### src/rtl/hazard_forward_scoreboard_pkg.sv
// rtl/hazard_forward_scoreboard_pkg.sv - shared tag layout and select-width helpers
// Tag word layout is {rd, load, wr}; FWD_RF is the "no forward" select value.
package hazard_forward_scoreboard_pkg;

  localparam int FWD_RF       = 0;
  localparam int TAG_WR_BIT   = 0;
  localparam int TAG_LOAD_BIT = 1;
  localparam int TAG_RD_LSB   = 2;

  function automatic int tag_width(input int ra_w);
    return ra_w + 2;
  endfunction

  function automatic int sel_width(input int n_stg);
    return (n_stg <= 1) ? 1 : $clog2(n_stg);
  endfunction

endpackage

### src/rtl/hazard_forward_scoreboard_src_match.sv
// rtl/hazard_forward_scoreboard_src_match.sv - youngest-match finder for one source operand
// Scans the forwardable tag stages and reports the youngest writer of src_addr.
module hazard_forward_scoreboard_src_match
  import hazard_forward_scoreboard_pkg::*;
#(
  parameter int RA_W  = 5,
  parameter int N_STG = 3,
  localparam int TAG_W = tag_width(RA_W),
  localparam int SEL_W = sel_width(N_STG)
) (
  input  logic [RA_W-1:0]              src_addr,
  input  logic                         src_used,
  input  logic [(N_STG-1)*TAG_W-1:0]   tags,
  output logic                         hit,
  output logic [SEL_W-1:0]             stage,
  output logic                         is_load
);

  // Walk oldest to youngest so the youngest writer overrides any older one.
  always_comb begin
    hit     = 1'b0;
    stage   = '0;
    is_load = 1'b0;
    if (src_used && src_addr != '0) begin
      for (int k = N_STG - 2; k >= 0; k--) begin
        if (tags[k*TAG_W + TAG_WR_BIT] &&
            tags[k*TAG_W + TAG_RD_LSB +: RA_W] == src_addr) begin
          hit     = 1'b1;
          stage   = SEL_W'(k);
          is_load = tags[k*TAG_W + TAG_LOAD_BIT];
        end
      end
    end
  end

endmodule

### src/rtl/hazard_forward_scoreboard.sv
// rtl/hazard_forward_scoreboard.sv - in-flight destination tag pipeline with registered forward selects
// Generates per-source EX forward selects, the load-use stall and a saturating stall counter.
module hazard_forward_scoreboard
  import hazard_forward_scoreboard_pkg::*;
#(
  parameter int RA_W       = 5,
  parameter int NUM_SRC    = 2,
  parameter int N_STG      = 3,
  parameter int LOAD_STAGE = 2,
  parameter int CNT_W      = 16,
  localparam int SEL_W     = sel_width(N_STG)
) (
  input  logic                      clk,
  input  logic                      reset,
  input  logic                      id_valid,
  input  logic [NUM_SRC*RA_W-1:0]   id_src_addr,
  input  logic [NUM_SRC-1:0]        id_src_used,
  input  logic [RA_W-1:0]           id_rd,
  input  logic                      id_regwrite,
  input  logic                      id_memread,
  input  logic                      ex_flush,
  output logic                      stall,
  output logic [NUM_SRC*SEL_W-1:0]  ex_fwd_sel,
  output logic [CNT_W-1:0]          stall_count
);

  localparam int TAG_W = tag_width(RA_W);
  // The WB-stage tag is not held: that instruction writes the regfile before
  // the read, so it can never win a match and has no observable effect.
  localparam int HELD  = N_STG - 1;

  logic [HELD*TAG_W-1:0]     tags;
  logic [NUM_SRC-1:0]        hit;
  logic [NUM_SRC-1:0]        is_load;
  logic [NUM_SRC-1:0]        load_use;
  logic [NUM_SRC*SEL_W-1:0]  stage;
  logic [TAG_W-1:0]          id_tag;
  logic                      issue;

  for (genvar i = 0; i < NUM_SRC; i++) begin : g_src
    hazard_forward_scoreboard_src_match #(
      .RA_W  (RA_W),
      .N_STG (N_STG)
    ) u_match (
      .src_addr (id_src_addr[i*RA_W +: RA_W]),
      .src_used (id_src_used[i]),
      .tags     (tags),
      .hit      (hit[i]),
      .stage    (stage[i*SEL_W +: SEL_W]),
      .is_load  (is_load[i])
    );

    // Load data is not yet available if the producer sits before LOAD_STAGE.
    assign load_use[i] = hit[i] && is_load[i] &&
                         (int'(stage[i*SEL_W +: SEL_W]) + 1 < LOAD_STAGE);
  end

  assign stall = id_valid && !ex_flush && (|load_use);
  assign issue = id_valid && !stall && !ex_flush;

  always_comb begin
    id_tag                        = '0;
    id_tag[TAG_WR_BIT]            = id_regwrite && (id_rd != '0);
    id_tag[TAG_LOAD_BIT]          = id_memread;
    id_tag[TAG_RD_LSB +: RA_W]    = id_rd;
  end

  always_ff @(posedge clk) begin
    if (reset) begin
      tags        <= '0;
      ex_fwd_sel  <= '0;
      stall_count <= '0;
    end else begin
      tags[0 +: TAG_W] <= issue ? id_tag : '0;
      // A flush squashes the instruction leaving EX as well as the one in ID.
      for (int k = 1; k < HELD; k++) begin
        tags[k*TAG_W +: TAG_W] <= (k == 1 && ex_flush) ? '0 : tags[(k-1)*TAG_W +: TAG_W];
      end
      for (int i = 0; i < NUM_SRC; i++) begin
        ex_fwd_sel[i*SEL_W +: SEL_W] <= (issue && hit[i]) ?
            stage[i*SEL_W +: SEL_W] + SEL_W'(1) : SEL_W'(FWD_RF);
      end
      if (stall && stall_count != '1) begin
        stall_count <= stall_count + CNT_W'(1);
      end
    end
  end

endmodule

### config.mk
export PLATFORM = sky130hd
export DESIGN_NAME = hazard_forward_scoreboard
export DESIGN_NICKNAME = d
export VERILOG_FILES = /design/src/rtl/hazard_forward_scoreboard_pkg.sv /design/src/rtl/hazard_forward_scoreboard_src_match.sv /design/src/rtl/hazard_forward_scoreboard.sv
export SDC_FILE = /design/constraint.sdc
export NUM_CORES = 1
export LEC_CHECK = 0
export CAP_MARGIN = 10
export CORE_MARGIN = 2
export CORE_UTILIZATION = 51
export DETAILED_ROUTE_END_ITERATION = 8
export GPL_TIMING_DRIVEN = 0
export PLACE_DENSITY = 0.84
export SETUP_SLACK_MARGIN = 0.1
export SYNTH_ARGS = -nofsm -noshare
export SYNTH_HDL_FRONTEND = slang
export SYNTH_SLANG_ARGS = --single-unit
### constraint.sdc
create_clock -name clk -period 5.6 [get_ports clk]
set_input_delay 1.4 -clock clk [delete_from_list [all_inputs] [get_ports clk]]
set_output_delay 1.4 -clock clk [all_outputs]
set_load 0.05 [all_outputs]
# After elaboration in Yosys (flattened, before gate mapping)
# Cells that the tools add are included.
dict set report totals {
  reg_bits 34
  in_bits 23
  out_inout_bits 21
  elab_cells 66
}
dict set report classes {
  n_addsub 5
  order_cmp 2
  n_eq_ne 5
  mux 18
  n_bitwise 3
  n_reduce_logical 28
}
# op count
set op_table {}
lappend op_table {{== test 5 bit} 4}
lappend op_table {{logical AND 1 bit} 18}
lappend op_table {{adder 16 x 1 -> 16 bit (second input constant)} 1}
lappend op_table {{2-to-1 mux 1 bit} 16}
lappend op_table {{!= test 16 bit (second input constant)} 1}
lappend op_table {{nonzero test 5 bit} 3}
lappend op_table {{OR reduction 2 bit} 5}
lappend op_table {{adder 2 x 1 -> 3 bit (second input constant)} 2}
lappend op_table {{< comparator 3 x 2 -> 1 bit (second input constant)} 2}
lappend op_table {{adder 2 x 1 -> 2 bit (second input constant)} 2}
lappend op_table {{2-to-1 mux 2 bit} 2}
lappend op_table {{inverter 1 bit} 3}
lappend op_table {{logical NOT 1 bit} 2}

# Logic depth before layout (Yosys ltp)
# Gate-level depths: netlist of run 1.
dict set report depth {
  ltp_word 16
  depth_mapped 9
}

# Hierarchy
# Synthesis of run 1 repeated with hierarchy kept, for this count alone.
dict set report unflattened {
  hier_cells 193
  area_unflattened_um2 1751.7
}
# mod n_inst cells_per_inst area_each_um2
set by_module_without_submodules {}
lappend by_module_without_submodules {hazard_forward_scoreboard 1 145 1386.3}
lappend by_module_without_submodules {hazard_forward_scoreboard_src_match 2 24 182.7}

# Least setup slack after synthesis of run 1
# No wires, ideal clock.
dict set report synth_timing {
  path_type {input port to output port}
  startpoint {input id_src_addr[6]}
  endpoint {output stall}
  arrival_time_ns 2.879
  slack_ns 1.321
  stages 6
  cell_sequence {xnor2_1 nand4_1 nor3_2 or2_1 nand2_1 nor2_1}
}
dict set report synth_via {
  elab_chain_cells 10
  elab_cells_between_ends 21
}
# item line_no
set synth_rtl {}
lappend synth_rtl {{start, declared} hazard_forward_scoreboard.sv:16} ;# input logic [NUM_SRC*RA_W-1:0] id_src_addr,
lappend synth_rtl {{== test 5 bit} hazard_forward_scoreboard_src_match.sv:27} ;# tags[k*TAG_W + TAG_RD_LSB +: RA_W] == src_addr) begin
lappend synth_rtl {{logical AND 1 bit} hazard_forward_scoreboard_src_match.sv:26} ;# if (tags[k*TAG_W + TAG_WR_BIT] &&
lappend synth_rtl {{2-to-1 mux 1 bit (2 in a row)} hazard_forward_scoreboard_src_match.sv:26}
lappend synth_rtl {{2-to-1 mux 2 bit} hazard_forward_scoreboard_src_match.sv:24} ;# if (src_used && src_addr != '0) begin
lappend synth_rtl {{adder 2 x 1 -> 3 bit} hazard_forward_scoreboard.sv:55} ;# (int'(stage[i*SEL_W +: SEL_W]) + 1 < LOAD_STAGE);
lappend synth_rtl {{< comparator 3 x 2 -> 1 bit} hazard_forward_scoreboard.sv:55}
lappend synth_rtl {{logical AND 1 bit (*)} hazard_forward_scoreboard.sv:54} ;# assign load_use[i] = hit[i] && is_load[i] &&
lappend synth_rtl {{OR reduction 2 bit (*)} hazard_forward_scoreboard.sv:58} ;# assign stall = id_valid && !ex_flush && (|load_use);
lappend synth_rtl {{logical AND 1 bit (*)} hazard_forward_scoreboard.sv:58}
lappend synth_rtl {{end, declared} hazard_forward_scoreboard.sv:22} ;# output logic stall,
# Mark *: on every way between the ends. The rest lies on a longest branch, timed or not.

# Worst setup path after layout of run 1
dict set report layout_timing {
  startpoint {input id_src_addr[9]}
  endpoint {output stall}
}
# The elaborated chain is that of the path after synthesis.

==> results of run 1 <==
==> layout by cell type, fill, tap and decap left out, types with 2 or more instances in the layout <==
| cell | count |
|---|---|
| clkdlybuf4s50_1 | 41 |
| dfxtp_1 | 33 |
| xnor2_1 | 17 |
| and2_1 | 14 |
| nand2_1 | 11 |
| nor2_1 | 9 |
| a21oi_1 | 9 |
| nand3_1 | 7 |
| o21ai_0 | 7 |
| or3_1 | 7 |
| xor2_1 | 7 |
| or4_1 | 5 |
| clkbuf_4 | 5 |
| nand4_1 | 4 |
| nand2b_1 | 3 |
| clkbuf_1 | 3 |
| o31ai_1 | 3 |
| o2111ai_1 | 3 |
| nor4_1 | 3 |
| o21ai_2 | 2 |
| nor3_2 | 2 |
| nor3_1 | 2 |
| buf_4 | 2 |
| nor2b_1 | 2 |
| o2111a_1 | 2 |
| clkbuf_8 | 2 |
==> registers in the layout, summed over array words and instances, names as in the netlist <==
| register | cells |
|---|---|
| stall_count | 16 |
| tags | 13 |
| ex_fwd_sel | 4 |
==> final timing paths <==
| path | to | slack, ns | from | depth (start not counted) |
|---|---|---|---|---|
| worst max-delay path | stall | 0.66 | id_src_addr[9] | 8 |
| worst min-delay path | ex_fwd_sel[3]$_SDFF_PP0_ | 0.46 | tags[7]$_SDFF_PP0_ | 1 |
| worst max register to register | stall_count[11]$_SDFFE_PP0P_ | 3.26 | stall_count[0]$_SDFFE_PP0P_ | 9 |
| worst min register to register | ex_fwd_sel[3]$_SDFF_PP0_ | 0.46 | tags[7]$_SDFF_PP0_ | 1 |
==> cell type report <==
class,count,area [sq um]
Tap cell,33,41.29
Buffer,6,31.28
Inverter,1,3.754
Clock inverter,1,5.005
Timing Repair Buffer,42,422.9
Clock buffer,7,65.06
Multi-Input combinational cell,131,875.8
Fill cell,243,897.1
Sequential cell,33,660.6
==> power by group through the flow <==
| stage | clock network [mW] | registers [mW] | logic [mW] |
|---|---|---|---|
| floorplan | 0 | 0.243 | 0.0165 |
| global placement | 0 | 0.243 | 0.0372 |
| detailed placement | 0 | 0.243 | 0.0381 |
| CTS | 0.157 | 0.238 | 0.0385 |
| global route | 0.168 | 0.238 | 0.0415 |
| finish | 0.156 | 0.238 | 0.0386 |
==> cell usage after synthesis, types with 2 or more instances <==
library cell  count  area [sq um]
clkbuf_1          3         11.26
xnor2_1          17         148.9
nand2_1          11         41.29
o21ai_0           7         35.03
a21oi_1           9         45.04
o21ai_2           2         17.52
nor3_1            2         10.01
o31ai_1           3         22.52
nor3_2            2         20.02
o2111ai_1         3         26.28
nand2b_1          3         18.77
nand3_1           7         35.03
and2_1           14         87.58
nand4_1           4         25.02
or3_1             7         43.79
buf_4             2         15.01
nor4_1            3         18.77
o2111a_1          2         22.52
or4_1             5         37.54
dfxtp_1          33         660.6
xor2_1            7         61.31
nor2_1            9         33.78
nor2b_1           2         12.51
==> what timing repair did <==
action | in CTS | in global routing
setup endpoints to repair | 0 | 1
resized for setup | 0 | 1
hold buffers | 0 | 0
==> metal layers <==
layer / share of wire / routed length, um
met5: 0 / 0
met4: 0.021 / 77
met3: 0.052 / 192
met2: 0.48 / 1751
met1: 0.45 / 1657
==> kinds of logic after synthesis <==
logic type / Yosys count
buffers and inverters: 7
XOR/XNOR: 24
flip-flops: 33
multiplexers: 1
AO/OA/AOI/OAI: 33
AND/OR/NAND/NOR: 72
adder cells (fa/ha/maj): 1
==> reports/results.txt, run 1 <==
status - completed
Max Buffers Root-to-Sink - 2
CP arrival - 3.54 ns
Worst Skew - 0.01128 ns
Post-synth EDFFs - 0
Final ANT Viol Nets - 0
Seq/Total Area, Yosys - 0.4204
Largest delay share family, worst path - simple AND/OR/NAND/NOR gates
DR pass1 iterations - 4
vias in the first global route - 1,384
TritonCTS clock tree - built
port bufs - 42
total of max-cap violations - 0
Global Route Usage Sum - 0.2310
Buf+Inv Stages, Crit Path - 2
Largest stage delay, worst path - 0.55 ns
final wirelength - 3679 um
slowest stage cell, crit path - clkdlybuf4s50_1
Sw Share - 0.2332
Syn Nets - 195
Mapped Avg Cell Area - 9.190 sq um
Die Ht - 59.51 um
f_max - 202.3 MHz
CTS Sinks - 33
Logic pwr share - 0.089
CTS Buf Count - 5
Tmin final - 4.944 ns
Placement Rows - 20
Via density - 5.705
Hold WS - 0.4633 ns
root buffer cell - clkbuf_4
total global routing overflow - 0
Post-DP Area - 2033 sq um
post-synthesis mux area share - 0.006369
met3 GRT Util - 0.04585
post-place setup slack - 0.2451 ns
setup violation total in the final timing report - 0
Final Hold Viols - 0
TNS Setup - 0 ns
GRT busiest layer - met2
Rel. slew slack - 0.6496
Worst IR Drop VDD - 0.0001306 V
GPL Wtd Cong - 0.8531
n_diodes - 0
fin crit share - 0.8828
synth warn - 0
# H-tree levels - 2
Critical Path Fanout Max - 7
DR DRC count - 0
Least-Margin Pin Slew - 0.5240 ns
flops & latches, synth - 33
Post-Synth Simple-Gate Area - 0.2596
Internal - 0.3314 mW
switching pwr - 0.1008 mW
Ports - 44
Cells after DPL - 246
library cells used by synthesis - 37
die footprint - 3541 sq um
Pwr per Cell Area - 205.2 nW/um^2
DRT iter0 DRCs - 41
Synth Area in Compound Gates - 0.1497
Adder-Cell Fraction of Synth Area - 0.007962
leakage - 0.7176 nW
Worst Hold Class - reg -> reg
Final Max Tran Viols - 0
met2 Track Usage GR - 0.3783
area delta synth->final - 34.00%
cell area after layout - 2106 sq um
kind of critical path - in -> out
post-synthesis xor/xnor area fraction - 0.1338
worst setup margin - 0.6561 ns
nets@finish - 244
Most used DFF post-synth - dfxtp_1
CP cell instances - clkdlybuf4s50_1, xnor2_1, nand4_1, nor3_2, or2_1, nand2_1, nor2_1, dlymetal6s2s_1
largest net degree at the start of global routing - 11
post-CTS setup repair buffer count - 0
largest family of logic cells by synthesized area - simple AND/OR/NAND/NOR gates
first-pass GRT wire length - 6085 um
Synth Instances - 171
Clock transition at path regs - 0.10 ns
Netlist Area Pre-Place - 1572 sq um
Crit. End Element - primary output
met1 usage - 0.2884
total chip power - 0.4322 mW
Core Area - 3003 sq um
die width - 59.51 um
clock latency on the worst-skew pair - 0.34 ns
Final Util - 0.7013
clock network power share - 0.360
RSZ-0062 raised after global routing - no
Initial Utilization - 0.5233
initial antenna violation count - 0
via count - 1,449
Seq pwr share - 0.551
Startpoint Class - input pin
fin cells - 254
share of cells above drive strength 1 - 0.08597
share of flip-flops with an asynchronous set or reset - 0
drt wl/cell - 14.48 um
Data required, critical path - 4.20 ns
HPWL Detailed - 2769 um
No activity file was read; power rests on OpenSTA's default activity.
==> inputs of run 2 (changes only) <==
- GPL_TIMING_DRIVEN: 0 -> 1
==> run 2 against run 1 <==
Via count is 4.4% lower. Combinational power is 2% lower. Wire length is 1.6% higher. Sequential power hardly changed. Final area is 0.48% lower. Worst setup slack worse by 0.28 ns. Worst hold slack better by 0.023 ns. Non-clock buffer count is 5 lower. Largest cell class unchanged.
==> reports/results.txt, run 2 (same netlist as run 1, synthesis figures left out) <==
Resize count post-CTS - 0
Via density - 5.562
CP arrival - 3.82 ns
Placement Rows - 20
Final Hold Viols - 0
max reg flops - 16
post-CTS setup repair buffer count - 0
Tmin final - 5.219 ns
die footprint - 3541 sq um
Worst Hold Class - reg -> reg
clock latency on the worst-skew pair - 0.34 ns
Initial Utilization - 0.5233
Worst Skew - 0.002318 ns
Ports - 44
Die Ht - 59.51 um
HPWL Detailed - 2810 um
DRT iter0 DRCs - 68
Global Route Usage Sum - 0.2241
Startpoint Class - input pin
Critical Path Fanout Max - 7
Least-Margin Pin Slew - 0.7717 ns
root buffer cell - clkbuf_4
Rel. slew slack - 0.4840
share of cells above drive strength 1 - 0.07407
Final Max Tran Viols - 0
CTS Buf Count - 5
TNS Setup - 0 ns
via count - 1,385
# H-tree levels - 2
CTS Sinks - 33
n_diodes - 0
final wirelength - 3739 um
GPL Wtd Cong - 0.8453
die width - 59.51 um
Top Registers - stall_count (16), tags (13), ex_fwd_sel (4)
initial antenna violation count - 0
DR DRC count - 0
status - completed
first-pass GRT wire length - 5927 um
Worst IR Drop VDD - 0.0002130 V
port bufs - 43
DR pass1 iterations - 4
drt wl/cell - 15.02 um
RSZ-0062 raised after global routing - no
nets@finish - 239
Final ANT Viol Nets - 0
Hold Buf Count CTS - 0
Clock transition at path regs - 0.11 ns
f_max - 191.6 MHz
total of max-cap violations - 0
Pwr per Cell Area - 219.3 nW/um^2
most flop-heavy register - stall_count
setup violation total in the final timing report - 0
most common cell after layout, fill and taps aside - clkdlybuf4s50_1
Data required, critical path - 4.20 ns
Final Util - 0.6979
Crit. End Element - primary output
area delta synth->final - 33.36%
largest net degree at the start of global routing - 23
Cells after DPL - 241
Core Area - 3003 sq um
kind of critical path - in -> out
fin crit share - 0.9320
vias in the first global route - 1,247
Max Buffers Root-to-Sink - 2
fin cells - 249
leakage - 0.6876 nW
TritonCTS clock tree - built
commonest non-fill, non-tap cells in the layout - 43 x clkdlybuf4s50_1, 33 x dfxtp_1, 17 x xnor2_1
total global routing overflow - 0
run 2: area by class of cell:
cell class,instances,area [sq um]
clock buffer,5,37.54
fill,258,907.1
tap,33,41.29
sequential,33,660.6
timing repair buffer,43,430.4
clock inverter,3,46.29
inverter,1,3.754
multi-input combinational,131,875.8
run 2: path summary, 6_finish.rpt:
| check | endpoint | startpoint | cells past startpoint | slack, ns |
|---|---|---|---|---|
| max | stall | id_src_addr[6] | 8 | 0.38 |
| min | ex_fwd_sel[1]$_SDFF_PP0_ | tags[7]$_SDFF_PP0_ | 1 | 0.49 |
| max reg2reg | stall_count[6]$_SDFFE_PP0P_ | stall_count[0]$_SDFFE_PP0P_ | 7 | 3.11 |
| min reg2reg | ex_fwd_sel[1]$_SDFF_PP0_ | tags[7]$_SDFF_PP0_ | 1 | 0.49 |
run 2: layer usage:
layer | GRT usage | vias to the layer above | wire length [um]
met2 | 0.3187 | 29 | 1668
met1 | 0.3257 | 648 | 1841
met4 | 0.06349 | 0 | 43
li1 | - | 704 | -
met3 | 0.06987 | 4 | 186
met5 | 0 | - | 0
run 2: power breakdown:
| part | switching [mW] | internal [mW] | leakage (nW) |
|---|---|---|---|
| Sequential | 0.00208 | 0.236 | 0.266 |
| Clock | 0.0889 | 0.0944 | 0.0414 |
| Combinational | 0.0154 | 0.0223 | 0.380 |
run 2: through the flow:
stage | instance area, sq um | total power, mW | hold slack, ns | setup slack (ns)
6_report | 2096 | 0.4596 | 0.4864 | 0.3808
5_1_grt | 2096 | 0.4729 | 0.4992 | 0.1811
4_1_cts | 2096 | 0.4608 | 0.4851 | 0.3844
3_5_place_dp | 2012 | 0.2814 | 0.4730 | 0.3931
3_3_place_gp | 2012 | 0.2812 | 0.4627 | 0.3898
2_1_floorplan | 1572 | 0.2595 | 0.4376 | 1.321
run 2: critical path, stage by stage:
cell             delay, ns
clkdlybuf4s50_1       0.57
xnor2_1               0.14
nand4_1               0.16
nor3_2                0.40
or2_1                 0.20
nand2_1               0.06
nor2_1                0.09
clkdlybuf4s50_1       0.80
==> inputs of run 3 (changes only) <==
- RECOVER_POWER: unset -> 25
==> run 3 against run 2 <==
Final cell count unchanged. Sequential share of layout area unchanged. Register-to-register slack about the same. Wire length up 0.11%. Power about the same. Combinational power about the same.
==> reports/results.txt, run 3 (same netlist as run 1, synthesis figures left out) <==
status - completed
Largest delay share family, worst path - buffers and inverters
die width - 59.51 um
Critical Path Fanout Max - 7
Buf+Inv Stages, Crit Path - 2
nets@finish - 239
Internal - 0.3530 mW
post-CTS setup repair buffer count - 0
final wirelength - 3743 um
f_max - 191.6 MHz
Top Registers - stall_count (16), tags (13), ex_fwd_sel (4)
most common cell after layout, fill and taps aside - clkdlybuf4s50_1
Worst Hold Class - reg -> reg
Rel. slew slack - 0.4837
DR DRC count - 0
die footprint - 3541 sq um
Sw Share - 0.2318
CP cell instances - clkdlybuf4s50_1, xnor2_1, nand4_1, nor3_2, or2_1, nand2_1, nor2_1, clkdlybuf4s50_1
DRT iter0 DRCs - 61
Final Hold Viols - 0
CP arrival - 3.82 ns
port bufs - 43
Hold WS - 0.4865 ns
fin crit share - 0.9320
Die Ht - 59.51 um
Hold Buf Count CTS - 0
share of cells above drive strength 1 - 0.07407
n_diodes - 0
Final ANT Viol Nets - 0
DR pass1 iterations - 4
Largest stage delay, worst path - 0.80 ns
Worst Skew - 0.002033 ns
total chip power - 0.4595 mW
TNS Setup - 0 ns
Least-Margin Pin Slew - 0.7722 ns
first-pass GRT wire length - 5927 um
Tmin final - 5.219 ns
slowest stage cell, crit path - clkdlybuf4s50_1
total of max-cap violations - 0
max reg flops - 16
TritonCTS clock tree - built
Logic pwr share - 0.082
most flop-heavy register - stall_count
Final Util - 0.6979
CP most frequent cell - clkdlybuf4s50_1
Seq pwr share - 0.519
Ports - 44
Final Max Tran Viols - 0
Startpoint Class - input pin
Resize count post-CTS - 0
CTS Sinks - 33
setup violation total in the final timing report - 0
clock network power share - 0.399
Via density - 5.602
Crit. End Element - primary output
Max Buffers Root-to-Sink - 2
initial antenna violation count - 0
leakage - 0.7089 nW
vias in the first global route - 1,247
area of the multi-input gates - 875.8 sq um
Clock transition at path regs - 0.11 ns
kind of critical path - in -> out
Placement Rows - 20
CTS Buf Count - 5
Global Route Usage Sum - 0.2241
storage element area - 660.6 sq um
total global routing overflow - 0
largest net degree at the start of global routing - 23
Pwr per Cell Area - 219.2 nW/um^2
commonest non-fill, non-tap cells in the layout - 35 x clkdlybuf4s50_1, 33 x dfxtp_1, 17 x xnor2_1
Data required, critical path - 4.20 ns
Initial Utilization - 0.5233
clock latency on the worst-skew pair - 0.34 ns
area delta synth->final - 33.36%
RSZ-0062 raised after global routing - no
Core Area - 3003 sq um
GPL Wtd Cong - 0.8453
via count - 1,395
drt wl/cell - 15.03 um
# fillers - 258
Worst IR Drop VDD - 0.0002131 V
# H-tree levels - 2
HPWL Detailed - 2810 um
switching pwr - 0.1065 mW
root buffer cell - clkbuf_4
-- run 3: cell count changes in the layout (fill, tap and decap cells not counted), sizes merged --
| cell | before | now |
|---|---|---|
| dlygate4sd3 | 0 | 8 |
| clkdlybuf4s50 | 43 | 35 |
-- run 3: worst paths after layout --
path                                                  start                     endpoint  slack (ns)  cells after the start
worst min register to register           tags[7]$_SDFF_PP0_     ex_fwd_sel[1]$_SDFF_PP0_        0.49                      1
worst max-delay path                         id_src_addr[6]                        stall        0.38                      8
worst min-delay path                     tags[7]$_SDFF_PP0_     ex_fwd_sel[1]$_SDFF_PP0_        0.49                      1
worst max register to register  stall_count[0]$_SDFFE_PP0P_  stall_count[6]$_SDFFE_PP0P_        3.12                      7
-- run 3: layout make-up --
type | instances | share of cell area
clock buffer | 5 | 0.01791
clock inverter | 3 | 0.02209
inverter | 1 | 0.001791
multi-input combinational | 131 | 0.4179
sequential | 33 | 0.3152
tap | 33 | 0.01970
timing repair buffer | 43 | 0.2054
-- run 3: power groups by stage --
stage	Combinational, mW	Sequential, mW	Clock, mW
2_1_floorplan	0.0165	0.243	0
3_3_place_gp	0.0373	0.244	0
3_5_place_dp	0.0376	0.244	0
4_1_cts	0.0380	0.238	0.184
5_1_grt	0.0407	0.239	0.193
6_report	0.0375	0.238	0.183
-- run 3: stage by stage --
step	cells	setup WS (ns)	instance area [sq um]
after floorplan	171	1.321	1572
after global placement	241	0.3898	2012
after detailed placement	241	0.3931	2012
after CTS	249	0.3844	2096
after global routing	249	0.1811	2096
final	249	0.3807	2096
-- run 3: routing by layer --
metal,track usage,part of all wire
met5,0,0
met4,0.06349,0.012
met1,0.3257,0.49
met2,0.3187,0.44
met3,0.06987,0.052
